$ cat src/rtl/memory_access.sv
// memory_access: MEM pipeline stage; loads/stores over a valid/ready request and valid-only response channel.
// Optional MEM_MISALIGN_CHECK_EN adds mem_fault and turns misaligned H/W accesses into faults.
module memory_access #(
  parameter int WORD_SIZE  = 32,
  parameter int STRB_WIDTH = WORD_SIZE / 8
) (
  input  logic                  clock,
  input  logic                  reset_n,
  input  logic                  in_valid,
  output logic                  in_ready,
  input  logic [WORD_SIZE-1:0]  alu_result,
  input  logic [WORD_SIZE-1:0]  store_data,
  input  logic                  mem_read,
  input  logic                  mem_write,
  input  logic [2:0]            funct3,
  input  logic [4:0]            reg_dest_in,
  input  logic                  write_enable_in,
  output logic                  dmem_req_valid,
  input  logic                  dmem_req_ready,
  output logic                  dmem_req_we,
  output logic [WORD_SIZE-1:0]  dmem_addr,
  output logic [WORD_SIZE-1:0]  dmem_wdata,
  output logic [STRB_WIDTH-1:0] dmem_wstrb,
  input  logic                  dmem_rsp_valid,
  input  logic [WORD_SIZE-1:0]  dmem_rdata,
  output logic                  wb_valid,
  output logic [WORD_SIZE-1:0]  wb_data,
  output logic [4:0]            wb_reg_dest,
  output logic                  wb_write_enable
`ifdef MEM_MISALIGN_CHECK_EN
  ,
  output logic                  mem_fault
`endif
);
  typedef enum logic [1:0] {IDLE, REQ, WAIT_RSP} state_t;
  state_t state, state_next;
  logic op_load, we_q, accept, is_mem, misalign;
  logic [1:0] off_q;
  logic [2:0] f3_q;
  logic [4:0] dest_q;
  logic [7:0] rbyte;
  logic [15:0] rhalf;
  logic [WORD_SIZE-1:0] load_val, st_wdata;
  logic [STRB_WIDTH-1:0] st_strb;
  assign in_ready = state == IDLE;
  assign accept   = in_valid && in_ready;
  assign is_mem   = mem_read || mem_write;
`ifdef MEM_MISALIGN_CHECK_EN
  assign misalign = is_mem && ((funct3[1:0] == 2'b01 && alu_result[0]) ||
                               (funct3[1:0] == 2'b10 && alu_result[1:0] != 2'b00));
`else
  assign misalign = 1'b0;
`endif
  always_comb begin
    rbyte    = dmem_rdata[{off_q, 3'b000} +: 8];
    rhalf    = off_q[1] ? dmem_rdata[31:16] : dmem_rdata[15:0];
    load_val = f3_q[1] ? dmem_rdata :
               f3_q[0] ? {{16{rhalf[15] & ~f3_q[2]}}, rhalf} :
                         {{24{rbyte[7] & ~f3_q[2]}}, rbyte};
    st_strb  = funct3[1:0] == 2'b00 ? 4'b0001 << alu_result[1:0] :
               funct3[1:0] == 2'b01 ? 4'b0011 << {alu_result[1], 1'b0} : 4'hF;
    st_wdata = funct3[1:0] == 2'b00 ? {4{store_data[7:0]}} :
               funct3[1:0] == 2'b01 ? {2{store_data[15:0]}} : store_data;
  end
  always_comb begin
    state_next = state;
    unique case (state)
      IDLE:     if (accept && is_mem && !misalign) state_next = REQ;
      REQ:      if (dmem_req_ready) state_next = op_load ? WAIT_RSP : IDLE;
      WAIT_RSP: if (dmem_rsp_valid) state_next = IDLE;
      default:  state_next = IDLE;
    endcase
  end
  always_ff @(posedge clock or negedge reset_n)
    if (!reset_n) state <= IDLE;
    else state <= state_next;
  always_ff @(posedge clock or negedge reset_n) begin
    if (!reset_n) begin
      op_load         <= 1'b0;
      we_q            <= 1'b0;
      off_q           <= '0;
      f3_q            <= '0;
      dest_q          <= '0;
      dmem_req_valid  <= 1'b0;
      dmem_req_we     <= 1'b0;
      dmem_addr       <= '0;
      dmem_wdata      <= '0;
      dmem_wstrb      <= '0;
      wb_valid        <= 1'b0;
      wb_data         <= '0;
      wb_reg_dest     <= '0;
      wb_write_enable <= 1'b0;
`ifdef MEM_MISALIGN_CHECK_EN
      mem_fault       <= 1'b0;
`endif
    end else begin
      wb_valid <= 1'b0;
`ifdef MEM_MISALIGN_CHECK_EN
      mem_fault <= 1'b0;
`endif
      if (accept) begin
        op_load <= mem_read;
        we_q    <= write_enable_in;
        off_q   <= alu_result[1:0];
        f3_q    <= funct3;
        dest_q  <= reg_dest_in;
        if (!is_mem || misalign) begin
          wb_valid        <= 1'b1;
          wb_data         <= alu_result;
          wb_reg_dest     <= reg_dest_in;
          wb_write_enable <= !is_mem && write_enable_in && |reg_dest_in;
`ifdef MEM_MISALIGN_CHECK_EN
          mem_fault       <= is_mem;
`endif
        end else begin
          dmem_req_valid <= 1'b1;
          dmem_req_we    <= !mem_read;
          dmem_addr      <= {alu_result[WORD_SIZE-1:2], 2'b00};
          dmem_wdata     <= st_wdata;
          dmem_wstrb     <= st_strb;
        end
      end
      if (state == REQ && dmem_req_ready) begin
        dmem_req_valid <= 1'b0;
        if (!op_load) begin
          wb_valid        <= 1'b1;
          wb_reg_dest     <= dest_q;
          wb_write_enable <= 1'b0;
        end
      end
      if (state == WAIT_RSP && dmem_rsp_valid) begin
        wb_valid        <= 1'b1;
        wb_data         <= load_val;
        wb_reg_dest     <= dest_q;
        wb_write_enable <= we_q && |dest_q;
      end
    end
  end
endmodule

$ cat config.mk
export PLATFORM = sky130hd
export DESIGN_NAME = memory_access
export DESIGN_NICKNAME = d
export VERILOG_FILES = /design/src/rtl/memory_access.sv
export SDC_FILE = /design/constraint.sdc
export NUM_CORES = 1
export LEC_CHECK = 0
export BUFFER_PORTS_ARGS = -buffer_cell sky130_fd_sc_hd__buf_2
export CORE_MARGIN = 4
export CORE_UTILIZATION = 35
export DETAILED_ROUTE_END_ITERATION = 6
export PLACE_DENSITY = 0.72
export SYNTH_ARGS = -nofsm -noshare
export SYNTH_HDL_FRONTEND = slang
export SYNTH_SLANG_ARGS = --single-unit
$ cat constraint.sdc
create_clock -name clock -period 2.6 [get_ports clock]
set_input_delay 0.39 -clock clock [delete_from_list [all_inputs] [get_ports clock]]
set_output_delay 0.39 -clock clock [all_outputs]
set_load 0.02 [all_outputs]
# Yosys cells after proc, flatten, opt, wreduce, memory -nomap -nowiden
# Cells that the tools add are included.
dict set report totals {
  mem_bits_rw 0
  romBits 0
  latch_bits 0
  register_bits 121
  output_inout_bits 110
  n_memories 0
}
dict set report op_classes {
  n_lt_le_gt_ge 0
  muxes 33
  div_mod_pow 0
  n_reduce_logical 21
  multipliers 0
  bitwise_logic 3
  eq_ne 7
  addsub 0
  n_shift 3
}
# operator n
set op_table {}
lappend op_table {{2-to-1 mux 32 bit} 7}
lappend op_table {{indexed part select 32 x 6 -> 8 bit} 1}
lappend op_table {{2-to-1 mux 5 bit} 5}
lappend op_table {{2-to-1 mux 16 bit} 1}
lappend op_table {{2-to-1 mux 1 bit} 13}
lappend op_table {{OR reduction 5 bit} 2}
lappend op_table {{2-to-1 mux 2 bit} 4}
lappend op_table {{2-to-1 mux 4 bit} 2}
lappend op_table {{logical AND 1 bit} 7}
lappend op_table {{one-hot mux 2 bit (3 select lines)} 1}
lappend op_table {{AND reduction 2 bit} 3}
lappend op_table {{nonzero test 2 bit} 3}
lappend op_table {{equality test 2 x 1 -> 1 bit (second input constant)} 2}
lappend op_table {{zero test 2 bit} 2}
lappend op_table {{!= test 2 x 1 -> 1 bit (second input constant)} 2}
lappend op_table {{!= test 2 bit (second input constant)} 2}
lappend op_table {{left shift 1 x 2 -> 4 bit (first input constant)} 1}
lappend op_table {{left shift 2 x 2 -> 4 bit (first input constant)} 1}
lappend op_table {{AND reduction 3 bit} 1}
lappend op_table {{AND 1 bit} 2}
lappend op_table {{equality test 2 bit (second input constant)} 1}
lappend op_table {{zero test 1 bit} 2}
lappend op_table {{logical OR 1 bit} 1}
lappend op_table {{NOT 1 bit} 1}

# Depth between registers and ports, before layout
dict set report logic_depth {
  word_depth 9
  mapped_depth 8
  ltp_nobuf 4
}

# Least setup slack after synthesis
# Ideal clock, no wire load.
dict set report synth_path {
  path_type {reg2reg}
  start {register state[1]}
  end {register wb_data[23]}
  t_required_ns 2.466
  path_stages_with_launch 8
  setup_ns 0.134
  arrival_time_ns 1.740
  setup_slack_ns 0.726
  path_cell_list {dfrtp_1 > buf_6 > or4b_1 > a21o_1 > buf_6 > buf_6 > a222oi_1 > nand2_1}
}
dict set report synth_via {
  elab_chain_cells 4
}
# item line
set synth_lines {}
lappend synth_lines {{start, declared} 36} ;# state_t state, state_next;
lappend synth_lines {{start signal, assigned} 76} ;# else state <= state_next;
lappend synth_lines {{equality test 2 bit or zero test 2 bit (tied branches)} {131, 45}}
lappend synth_lines {{logical AND 1 bit (on tied branches)} {131, 46}}
lappend synth_lines {{!= test 2 x 1 -> 1 bit (no source line) or nonzero test 2 bit (tied branches)} n/a}
lappend synth_lines {{AND reduction 2 bit (no source line)} n/a}
lappend synth_lines {{end signal, assigned} 109} ;# wb_data <= alu_result;
lappend synth_lines {{end signal, assigned} 133} ;# wb_data <= load_val;
lappend synth_lines {{end, declared} 27} ;# output logic [WORD_SIZE-1:0] wb_data,
# Parallel ways exist; a longest one is shown, timed or not.
# A chain may end at the register's enable or synchronous reset.

# Worst setup path after layout
dict set report layout_path {
  start {register state[1]}
  end {register wb_data[12]}
}
# Same word-level chain as after synthesis.

==> impl_metrics.csv <==
group,metric,value,unit
run_status,status,"finished clean",
yosys,ys_warn_count,0,
setup_path,worstSetupStartpointType,"flip-flop",
yosys,synth_top_area_share,53.3,%
cts,numCtsBuffers,17,
setup_path,cp_data_arrival_time,2.41,ns
routing,drc_errors,0,
finish,drive_gt1_share,43.1,%
sta,worstMarginPinSlew,0.807,ns
yosys,synth_commonest_cells,"121 x dfrtp_1, 74 x nand2_1, 52 x mux2_2, 35 x o21ai_0, 31 x mux2i_1",
yosys,syn_area_per_cell,10.8,um^2
global_routing,grtUsageMet2,28.7,%
yosys,synth-compound-area-share,15.2,%
run,maxCapViolations,0,
floorplanning,start_util,35.8,%
sta,layout_min_cycle_time,2.10,ns
yosys,synth_edf_count,0,
finish,fin_cells,971,
yosys,syn_inst,524,
sta,fin_crit_sh,80.9,%
yosys,syn_area,0.00568,mm^2
yosys,synth-async-reset-ratio,100,%
place,dp_hpwl,13.1,mm
pwr,switching_share,39.6,%
yosys,synth.area.top_cells,"dfrtp_1 53%, mux2_2 10%, mux2i_1 5.5%",
floorplanning,coreArea,0.0159,mm^2
sta,setup_viol,0,
routing,routed_wirelength,17.2,mm
yosys,yosysTopAreaCell,"dfrtp_1",
global_routing,grt_util_met3,5.31,%
routing,dr.pass1.iters,6,
pwr,intPower,5680,uW
setup_path,path_max_fanout,25,
cts,cts_setup_buffers,0,
cts,cts.sinks,121,
pwr,irDropWorstVdd,0.000623,V
sta,fmax,475,MHz
global_routing,use_met1,25.0,%
routing,routedWlPerCell,17.7,um
yosys,yosys_register_bits,121,
floorplanning,num_rows,46,
floorplanning,ios,222,
global_routing,grt_pass1_wl,26.7,mm
yosys,synth-xor-area-share,0,%
global_routing,antenna_found_initial,3,
cts,h-tree-depth,4,
sta,slew_headroom,46.0,%
sta,hold_violations,0,
routing,vias_per_cell,5.06,
floorplanning,die-area,0.0183,mm^2
global_routing,grt_pass1_vias,4843,
cts,clk_pin_slew,0.05,ns
sta,setup_ws,0.497,ns
global_routing,grt.overflow.total,0,
global_routing,grt_max_degree,62,
routing,drt_iter0_drc,266,
setup_path,endpoint_kind,"flip-flop",
routing,num_vias,4915,
pwr,leakage,0.00375,uW
cts,cts_max_path_buffers,2,
sta,rsz0062_at_grt,"no",
place,port_buffers,219,
global_routing,grt_usage,18.9,%
routing,ant_nets,0,
yosys,synthMuxAreaShare,16.6,%
setup_path,cp.required,2.91,ns
place,dp.cells,937,
yosys,synth_cell_type_count,45,
yosys,synth_top_family_by_area,"multiplexers",
pwr,power_switching,3720,uW
cts,cts_tree,"yes",
place,gp_congestion,0.846,
finish,fillers,1490,
yosys,synth_most_common_cell,"dfrtp_1",
global_routing,busiest_layer,"met2",
pwr,p_per_area,1240,mW/mm^2
floorplanning,die_h,135,um
setup_path,worstSetupPathType,"flip-flop to flip-flop",
sta,slew_violations,0,
hold_path,min_path_type,"primary input to flip-flop",
yosys,yosysSeqAreaShare,53.3,%
yosys,ys.flop_type,"dfrtp_1",
finish,final_nets,853,
sta,tns,0,ns
pwr,seq_power_share,35.3,%
yosys,synth-simple-area-share,11.1,%
sta,clock_skew,0.00732,ns
cts,clk_latency,0.42,ns
pwr,clkPwrFrac,23.0,%
place,dp_slack,0.487,ns
sta,hold_slack,0.178,ns
floorplanning,die_w,135,um
cts,cts_root_buf,"clkbuf_16",
pwr,p_comb_share,41.7,%
yosys,synthAdderAreaFrac,0,%
finish,area_delta_synth_final,33.8,%
==> worst paths after layout <==
path	from	slack [ns]	end	depth (start not counted)
setup / recovery	state[1]$_DFFE_PN0P_	0.50	wb_data[12]$_DFFE_PN0P_	5
hold / removal	dmem_req_ready	0.18	state[0]$_DFFE_PN0P_	2
setup reg to reg	state[1]$_DFFE_PN0P_	0.50	wb_data[12]$_DFFE_PN0P_	5
hold reg to reg	dmem_wdata[14]$_DFFE_PN0P_	0.47	dmem_wdata[14]$_DFFE_PN0P_	2
max in group asynchronous	reset_n	1.47	dmem_addr[10]$_DFFE_PN0P_	3
min in group asynchronous	reset_n	0.46	dmem_wdata[4]$_DFFE_PN0P_	2
==> power groups by stage <==
stage | Sequential, uW | Clock (uW) | Combinational, uW
2_1_floorplan | 4270 | 0 | 1530
3_3_place_gp | 3320 | 0 | 3890
3_5_place_dp | 3340 | 0 | 3960
4_1_cts | 3320 | 2220 | 3960
5_1_grt | 3440 | 2300 | 4250
6_report | 3320 | 2170 | 3920
==> state kept, by name, indices dropped and copies added (netlist names) <==
name / cells
dmem_req_valid: 1
wb_data: 32
dmem_wstrb: 4
wb_valid: 1
we_q: 1
state: 2
off_q: 2
dmem_wdata: 32
wb_reg_dest: 5
f3_q: 3
dmem_req_we: 1
dmem_addr: 30
dest_q: 5
wb_write_enable: 1
op_load: 1
==> cell type report <==
type | count | area [um^2] | share of cell area (%)
inverter | 5 | 18.8 | 0.247
tap | 216 | 270 | 3.56
clock buffer | 20 | 467 | 6.14
antenna | 3 | 7.51 | 0.0988
timing repair buffer | 238 | 1270 | 16.7
sequential | 121 | 3030 | 39.8
multi-input combinational | 358 | 2460 | 32.4
clock inverter | 10 | 77.6 | 1.02
==> stage by stage <==
step / util (%) / cell area (um^2) / total power (uW)
after floorplan: - / 5680 / 5800
after global placement: 44.3 / 7040 / 7210
after detailed placement: 44.3 / 7040 / 7290
after CTS: 47.8 / 7590 / 9500
after global routing: 47.8 / 7600 / 9990
final: 47.8 / 7600 / 9410
==> metal layers <==
layer	share of wire [%]	vias up
met1	44	2364
met3	7.1	37
met2	46	179
met5	0.041	-
met4	2.9	2
li1	-	2333
==> critical path: stages (launching register included) <==
cell and delay [ns]:
dfrtp_1 0.45, nor3b_2 0.48, and2_1 0.33, buf_4 0.33
a21oi_1 0.12, a211oi_1 0.28
==> timing repair <==
action	4_1_cts	5_1_grt
hold buffers	1	0
endpoints found under the setup margin	0	0
hold endpoints to repair	27	0
gates resized for setup	0	0
==> layout by cell type, fill, tap and decap left out, types with 6 or more instances in the layout <==
| master | count |
|---|---|
| buf_2 | 218 |
| a211oi_1 | 9 |
| mux2i_1 | 31 |
| mux2_2 | 52 |
| and3b_1 | 6 |
| buf_4 | 17 |
| dfrtp_1 | 121 |
| nand2_1 | 74 |
| nor2_1 | 29 |
| a222oi_1 | 16 |
| clkbuf_16 | 17 |
| a21boi_0 | 8 |
| o21ai_0 | 35 |
| nor2b_1 | 6 |
| a21oi_1 | 28 |
| clkinv_2 | 8 |
==> cell families (layout without fill, tap and decap cells) <==
kind of cell	Yosys count	after routing
mux	86	86
buf+inv	46	273
simple gates	139	139
flops	121	121
other cells	1	5
compound gates	131	131
(Power assumes the default switching activity.)
